===== src/rtl/tile_ram_arbiter.sv =====
// -----------------------------------------------------------------------------
// tile_ram_arbiter
//
// Shares one single-port synchronous video RAM (1-cycle read latency) between
// the tile renderer and two general-purpose client ports, A and B.
//
// The renderer owns the RAM whenever vid_busy is high. The arbiter checks
// vid_busy before it looks at client requests. In the remaining time the two
// clients are served round-robin with a req/ack handshake. Each client
// transaction takes the path IDLE -> ISSUE -> READ -> IDLE, and the ack
// pulse comes out in the IDLE cycle that follows READ.
//
// Ports
//   clk                 system clock, rising edge
//   reset               asynchronous active-low reset
//   vid_busy, vid_addr  renderer ram_busy / ram_addr
//   a_req/a_we/a_addr/a_wdata -> a_ack/a_rdata   client A handshake
//   b_req/b_we/b_addr/b_wdata -> b_ack/b_rdata   client B handshake
//   ram_addr/ram_din/ram_we   RAM controls (combinational from state)
//   ram_dout                  RAM read data, valid the cycle after address
// -----------------------------------------------------------------------------
module tile_ram_arbiter #(
  parameter int AW = 16,
  parameter int DW = 16
) (
  input  logic          clk,
  input  logic          reset,
  input  logic          vid_busy,
  input  logic [AW-1:0] vid_addr,
  input  logic          a_req,
  input  logic          a_we,
  input  logic [AW-1:0] a_addr,
  input  logic [DW-1:0] a_wdata,
  output logic          a_ack,
  output logic [DW-1:0] a_rdata,
  input  logic          b_req,
  input  logic          b_we,
  input  logic [AW-1:0] b_addr,
  input  logic [DW-1:0] b_wdata,
  output logic          b_ack,
  output logic [DW-1:0] b_rdata,
  output logic [AW-1:0] ram_addr,
  output logic [DW-1:0] ram_din,
  output logic          ram_we,
  input  logic [DW-1:0] ram_dout
);

  typedef enum logic [1:0] {S_IDLE, S_ISSUE, S_READ, S_VIDEO} state_t;
  typedef enum logic {PORT_A, PORT_B} port_t;

  state_t        r_state;
  port_t         r_last;
  port_t         r_gnt;
  logic          r_we;
  logic [AW-1:0] r_addr;
  logic [DW-1:0] r_wdata;
  logic          r_a_ack;
  logic          r_b_ack;
  logic [DW-1:0] r_a_rdata;
  logic [DW-1:0] r_b_rdata;

  logic  w_a_elig;
  logic  w_b_elig;
  port_t w_pick;

  // A port's request is ignored while its own ack is high, so a client that
  // still holds req in the ack cycle does not start a second transaction.
  assign w_a_elig = a_req & ~r_a_ack;
  assign w_b_elig = b_req & ~r_b_ack;

  // On a tie the port that was not granted last wins. Otherwise the single
  // requester wins.
  always_comb begin
    // NOTE: every signal written in always_comb gets a default first, so no latch can be inferred.
    w_pick = PORT_A;
    if (w_a_elig && w_b_elig) begin
      w_pick = (r_last == PORT_A) ? PORT_B : PORT_A;
    end else if (w_b_elig) begin
      w_pick = PORT_B;
    end
  end

  // The RAM controls are combinational so that the renderer's address
  // reaches the RAM with no added latency.
  always_comb begin
    ram_addr = vid_addr;
    ram_din  = '0;
    ram_we   = 1'b0;
    if (r_state == S_ISSUE) begin
      ram_addr = r_addr;
      ram_din  = r_wdata;
      ram_we   = r_we;
    end
  end

  always_ff @(posedge clk or negedge reset) begin
    // NOTE: state registers use non-blocking assignments so every flop samples pre-edge values.
    if (!reset) begin
      r_state   <= S_IDLE;
      r_last    <= PORT_B;
      r_gnt     <= PORT_A;
      r_we      <= 1'b0;
      r_addr    <= '0;
      r_wdata   <= '0;
      r_a_ack   <= 1'b0;
      r_b_ack   <= 1'b0;
      r_a_rdata <= '0;
      r_b_rdata <= '0;
    end else begin
      r_a_ack <= 1'b0;
      r_b_ack <= 1'b0;
      case (r_state)
        S_IDLE: begin
          if (vid_busy) begin
            r_state <= S_VIDEO;
          end else if (w_a_elig || w_b_elig) begin
            // Client inputs are captured only here. Later changes cannot
            // disturb the transaction in flight.
            r_gnt   <= w_pick;
            r_last  <= w_pick;
            r_we    <= (w_pick == PORT_B) ? b_we    : a_we;
            r_addr  <= (w_pick == PORT_B) ? b_addr  : a_addr;
            r_wdata <= (w_pick == PORT_B) ? b_wdata : a_wdata;
            r_state <= S_ISSUE;
          end
        end
        S_ISSUE: r_state <= S_READ;
        S_READ: begin
          // Writes also land here. rdata then holds whatever the RAM
          // returned, and the client ignores it.
          if (r_gnt == PORT_A) begin
            r_a_rdata <= ram_dout;
            r_a_ack   <= 1'b1;
          end else begin
            r_b_rdata <= ram_dout;
            r_b_ack   <= 1'b1;
          end
          r_state <= S_IDLE;
        end
        S_VIDEO: begin
          if (!vid_busy) r_state <= S_IDLE;
        end
        default: r_state <= S_IDLE;
      endcase
    end
  end

  assign a_ack   = r_a_ack;
  assign b_ack   = r_b_ack;
  assign a_rdata = r_a_rdata;
  assign b_rdata = r_b_rdata;

endmodule


===== config.mk =====
export PLATFORM = sky130hd
export DESIGN_NAME = tile_ram_arbiter
export DESIGN_NICKNAME = d
export VERILOG_FILES = /design/src/rtl/tile_ram_arbiter.sv
export SDC_FILE = /design/constraint.sdc
export NUM_CORES = 1
export LEC_CHECK = 0
export BUFFER_PORTS_ARGS = -buffer_cell sky130_fd_sc_hd__clkbuf_2
export CORE_MARGIN = 2
export CORE_UTILIZATION = 46
export DETAILED_ROUTE_END_ITERATION = 7
export PLACE_DENSITY = 0.87
export SYNTH_ARGS = -nofsm -noshare
export SYNTH_HDL_FRONTEND = slang
export SYNTH_SLANG_ARGS = --single-unit
export TNS_END_PERCENT = 5

===== constraint.sdc =====
create_clock -name clk -period 2 [get_ports clk]
set_input_delay 0.1 -clock clk [delete_from_list [all_inputs] [get_ports clk]]
set_output_delay 0.1 -clock clk [all_outputs]
set_load 0.05 [all_outputs]

## After elaboration in Yosys (flattened, before gate mapping)

Index checks and enable logic that the tools add are counted.

| word-level totals | value |
|---|---|
| register bits after elaboration | 71 |
| input port bits | 103 |
| output and inout bits | 67 |
| word-level logic and storage cells | 45 |

| cells by class | value |
|---|---|
| equality and inequality tests | 5 |
| multiplexer cells | 17 |
| bitwise gates (word level) | 6 |
| reduce and logical (&&, ||, !) cells | 7 |

Operators with widths:

| cell | number |
|---|---|
| $mux W16 | 4 |
| $mux W1 | 9 |
| $pmux W2 S4 | 1 |
| $mux W2 | 3 |
| $reduce_and A2 Y1 | 3 |
| $eq A2 B2 Y1 const B | 2 |
| $not A1 Y1 | 4 |
| $ne A3 B3 Y1 const B | 1 |
| $reduce_and A3 Y1 | 1 |
| $and A1 B1 Y1 | 2 |
| $eq A2 B1 Y1 const B | 1 |
| $logic_not A2 Y1 | 1 |
| $ne A2 B2 Y1 const B | 1 |
| $logic_and A1 B1 Y1 | 1 |
| $logic_or A1 B1 Y1 | 1 |

## Depth between registers and ports, before layout

| depth | value |
|---|---|
| word-level depth | 6 |
| mapped depth | 6 |
| gate-level depth less buffers | 4 |

## Worst setup path after synthesis

OpenSTA, ideal clock, no wires.

| timing path | value |
|---|---|
| path type | flip-flop to flip-flop |
| start point | register r_b_ack, in the netlist b_ack |
| end point | register r_addr[0] |
| library setup time | 0.132 ns |
| data arrival time | 1.479 ns |
| required time | 1.868 ns |
| path slack | 0.389 ns |
| cell stages (with the launch flop) | 7 |
| buffers on the path | 2 |
| clock period less this slack | 1.611 ns |
| cells stage by stage | dfrtp_1 -> nor2b_4 -> a21boi_4 -> buf_12 -> buf_12 -> mux2i_1 -> o21ai_1 |

| on the way | value |
|---|---|
| cells in the longest elaborated chain, start to end | 5 |
| elaborated cells on any way between the ends | 8 |
| classes of those cells | 3 x mux; 2 x bitwise; 3 x reduce/logical |

Ends and longest elaborated chain:

| element | RTL line | text |
|---|---|---|
| from (decl) | 58 | `logic r_b_ack;` |
| from (signal assigned) | 106 | `r_b_ack <= 1'b0;` |
| from (signal assigned) | 111 | `r_b_ack <= 1'b0;` |
| from (signal assigned) | 136 | `r_b_ack <= 1'b1;` |
| $not A1 Y1 * | 69 | `assign w_b_elig = b_req & ~r_b_ack;` |
| $and A1 B1 Y1 * | 69 |  |
| $mux W1 / $logic_and A1 B1 Y1 (equally long branches) | 78, 76 |  |
| $mux W1 | 76 | `if (w_a_elig && w_b_elig) begin` |
| $mux W16 | 122 | `r_addr <= (w_pick == PORT_B) ? b_addr : a_addr;` |
| to (signal assigned) | 122 |  |
| to (decl) | 55 | `logic [AW-1:0] r_addr;` |

Mark *: on every way between the ends. The rest lies on a longest branch, timed or not.
A chain may end at the register's enable or synchronous reset.

## Worst setup path in the final report

| timing path | value |
|---|---|
| start point | register r_state[1] |
| end point | output port ram_addr[0] |

| on the way | value |
|---|---|
| cells in the longest elaborated chain, start to end | 2 |

Ends and longest elaborated chain:

| element | RTL line | text |
|---|---|---|
| from (decl) | 51 | `state_t r_state;` |
| from (signal assigned) | 99 | `r_state <= S_IDLE;` |
| from (signal assigned) | 115 | `r_state <= S_VIDEO;` |
| from (signal assigned) | 124 | `r_state <= S_ISSUE;` |
| $eq A2 B1 Y1 | 89 | `if (r_state == S_ISSUE) begin` |
| $mux W16 | 89 |  |
| to (decl) | 42 | `output logic [AW-1:0] ram_addr,` |

Every way passes these cells.

==> results.yml <==
logic_synthesis:
  ys_ff_latch: 71
  synth_edf_count: 0
  synth_nets: 405
  syn_area_um2: 3370
  synthFlopType: "dfrtp_1"
  synthDistinctLibCells: 28
  synthCells: 302
  synthArstFlopShare: 1.00
  ys_seq_area_frac: 0.528
  avgSynthCellArea_um2: 11.2
  yosysWarnings: 0
flow_run:
  cap_violations: 0
pwr:
  p_int_mw: 4.32
  pwr-share-comb: 0.533
  p_leak_nw: 2.50
  netSwitchingFraction: 0.487
  p_sw_mw: 4.10
  total_power_mw: 8.43
  clock_power_share: 0.165
  p_seq_frac: 0.302
  ir_drop_mv: 1.26
  p_per_area_nw_per_um2: 1800
clocking:
  clock_sinks: 71
  clock_latency_ps: 340
  numCtsBuffers: 9
  path_clk_slew_ps: 70
  ctsRootBufferMaster: "clkbuf_8"
  cts_buffer_depth: 2
  cts_setup_buffers: 0
  h-tree-depth: 3
  cts_tree: "built"
place:
  post_dp_cell_area_um2: 4260
  io_buffers: 169
  hpwl_mm: 5.88
  gp_congestion: 0.700
  pre_cts_ws_ps: 380
cells_and_area:
  fin_area_um2: 4690
  synthToLayoutAreaGrowth_pct: 39.2
  drive_gt1_frac: 0.462
  fin_nets: 591
  diodes: 0
sta:
  tns_ps: 0
  report.final.hold_viol_count: 0
  setup_viol: 0
  period_needed_ps: 1890
  worst_pin_slew_ps: 640
  slew_headroom: 0.571
  fmax_mhz: 529
  fin_ws_ps: 111
  slew_viol_final: 0
  rsz0062_at_grt: "no"
  whs_ps: 31.3
  finalClockSkew_ps: 6.16
  timing.final.crit_share: 0.944
route:
  wire_per_inst_um: 13.9
  via_per_inst: 4.80
  routed_wl_mm: 8.24
  ant_nets: 0
  vias: 2839
  drt-initial-drc-count: 92
  drc: 0
  first_pass_iters: 5
status:
  status: "completed"
worst_hold_path:
  worstHoldPathType: "in2reg"
floorplan:
  die_w_um: 89.6
  row_count: 31
  die_area_um2: 8030
  design.core.area_um2: 7180
  start_util: 0.470
  ios: 170
  die-height_um: 89.6
global_routing:
  overflow: 0
  grt_max_degree: 72
  track_usage: 0.203
  grt_pass1_wl_mm: 12.3
  grt_pass1_vias: 2660
  antenna_found_initial: 1
critical_path:
  required_ps: 1900
  crit_path_end_kind: "primary output"
  crit_fanout: 25
  cp-start-kind: "flip-flop"
  criticalPathCategory: "reg2out"
  critPathArrivalTime_ps: 1790
==> timing repair <==
action                     CTS  global route
gates resized for setup      1            14
setup endpoints to repair    1            25
pin swaps                    0             0
hold endpoints to repair    99             0
hold buffers                17             0
==> layout make-up <==
| cell class | instances | area (um2) |
|---|---|---|
| inverters | 2 | 7.51 |
| well taps | 99 | 124 |
| flip-flops and latches | 71 | 1780 |
| clock inverters | 6 | 108 |
| clock buffers | 10 | 138 |
| fillers | 544 | 2480 |
| multi-input cells | 211 | 1430 |
| repair buffers | 193 | 1110 |
==> state kept, by name (all words and copies together), names as in the netlist, 2 cells and up <==
signal   count
a_rdata     16
b_rdata     16
r_addr      16
r_state      2
r_wdata     16
==> final timing paths <==
kind,from,to,slack [ps],cells past startpoint
setup reg to reg,b_ack$_DFF_PN0_,r_wdata[15]$_DFFE_PN0P_,400,5
setup / recovery,r_state[1]$_DFFE_PN0P_,ram_addr[0],110,4
min in group asynchronous,reset,r_wdata[3]$_DFFE_PN0P_,330,3
max in group asynchronous,reset,r_last$_DFFE_PN1P_,1330,3
hold reg to reg,b_rdata[2]$_DFFE_PN0P_,b_rdata[2]$_DFFE_PN0P_,480,2
hold / removal,a_addr[8],r_addr[8]$_DFFE_PN0P_,30,3
==> layer usage <==
metal | GRT usage | vias to the layer above | part of all wire
met5 | 0 | - | 0.0016
met4 | 0.0583 | 2 | 0.010
met3 | 0.0850 | 13 | 0.11
met2 | 0.348 | 125 | 0.49
met1 | 0.234 | 1320 | 0.39
li1 | - | 1379 | -
==> cell usage after synthesis (2+ instances only) <==
cell,instances,area (um2)
nand2_1,81,304
dfrtp_1,70,1750
mux2i_1,33,330
o21ai_1,28,140
mux2_2,25,282
and2_1,17,106
mux2_1,9,101
clkbuf_1,6,22.5
o21ai_0,5,25.0
buf_12,4,80.1
buf_2,4,20.0
buf_6,3,33.8
nor2b_4,2,27.5
==> stage by stage <==
| step | utilization | std cells |
|---|---|---|
| 6_report | 0.654 | 592 |
| 5_1_grt | 0.654 | 592 |
| 4_1_cts | 0.652 | 592 |
| 3_5_place_dp | 0.594 | 559 |
| 3_3_place_gp | 0.594 | 559 |
| 2_1_floorplan | - | 302 |
==> cell families after synthesis <==
family / share of synthesized area
AND/OR/NAND/NOR: 0.147
flip-flops: 0.528
multiplexers: 0.212
AO/OA/AOI/OAI: 0.0594
buffers and inverters: 0.0509
adder cells (fa/ha/maj): 0.00297
==> cell usage in the layout (no fill, tap or decap), types with 2 or more instances in the layout <==
| cell | instances |
|---|---|
| clkbuf_2 | 158 |
| nand2_1 | 81 |
| dfrtp_1 | 69 |
| mux2i_1 | 33 |
| o21ai_1 | 28 |
| mux2_2 | 25 |
| and2_1 | 17 |
| dlygate4sd3_1 | 17 |
| clkbuf_8 | 10 |
| mux2_1 | 9 |
| buf_2 | 9 |
| o21ai_0 | 5 |
| buf_4 | 4 |
| bufinv_16 | 3 |
| nor2b_4 | 2 |
| clkinv_2 | 2 |
| clkbuf_4 | 2 |
| buf_12 | 2 |
==> power groups by stage <==
stage          sequential (mW)  clock, mW  combinational (mW)
6_report                  2.55       1.39                4.49
5_1_grt                   2.63       1.50                4.79
4_1_cts                   2.54       1.43                4.51
3_5_place_dp              2.56          0                4.47
3_3_place_gp              2.51          0                4.38
2_1_floorplan             3.68          0                2.41
==> critical path: stages, from the launching register on <==
cell,delay (ps)
dfrtp_1,460
nor2b_2,170
buf_8,210
mux2_2,360
clkbuf_2,240
Note: power is estimated with default switching activity, not from simulation.
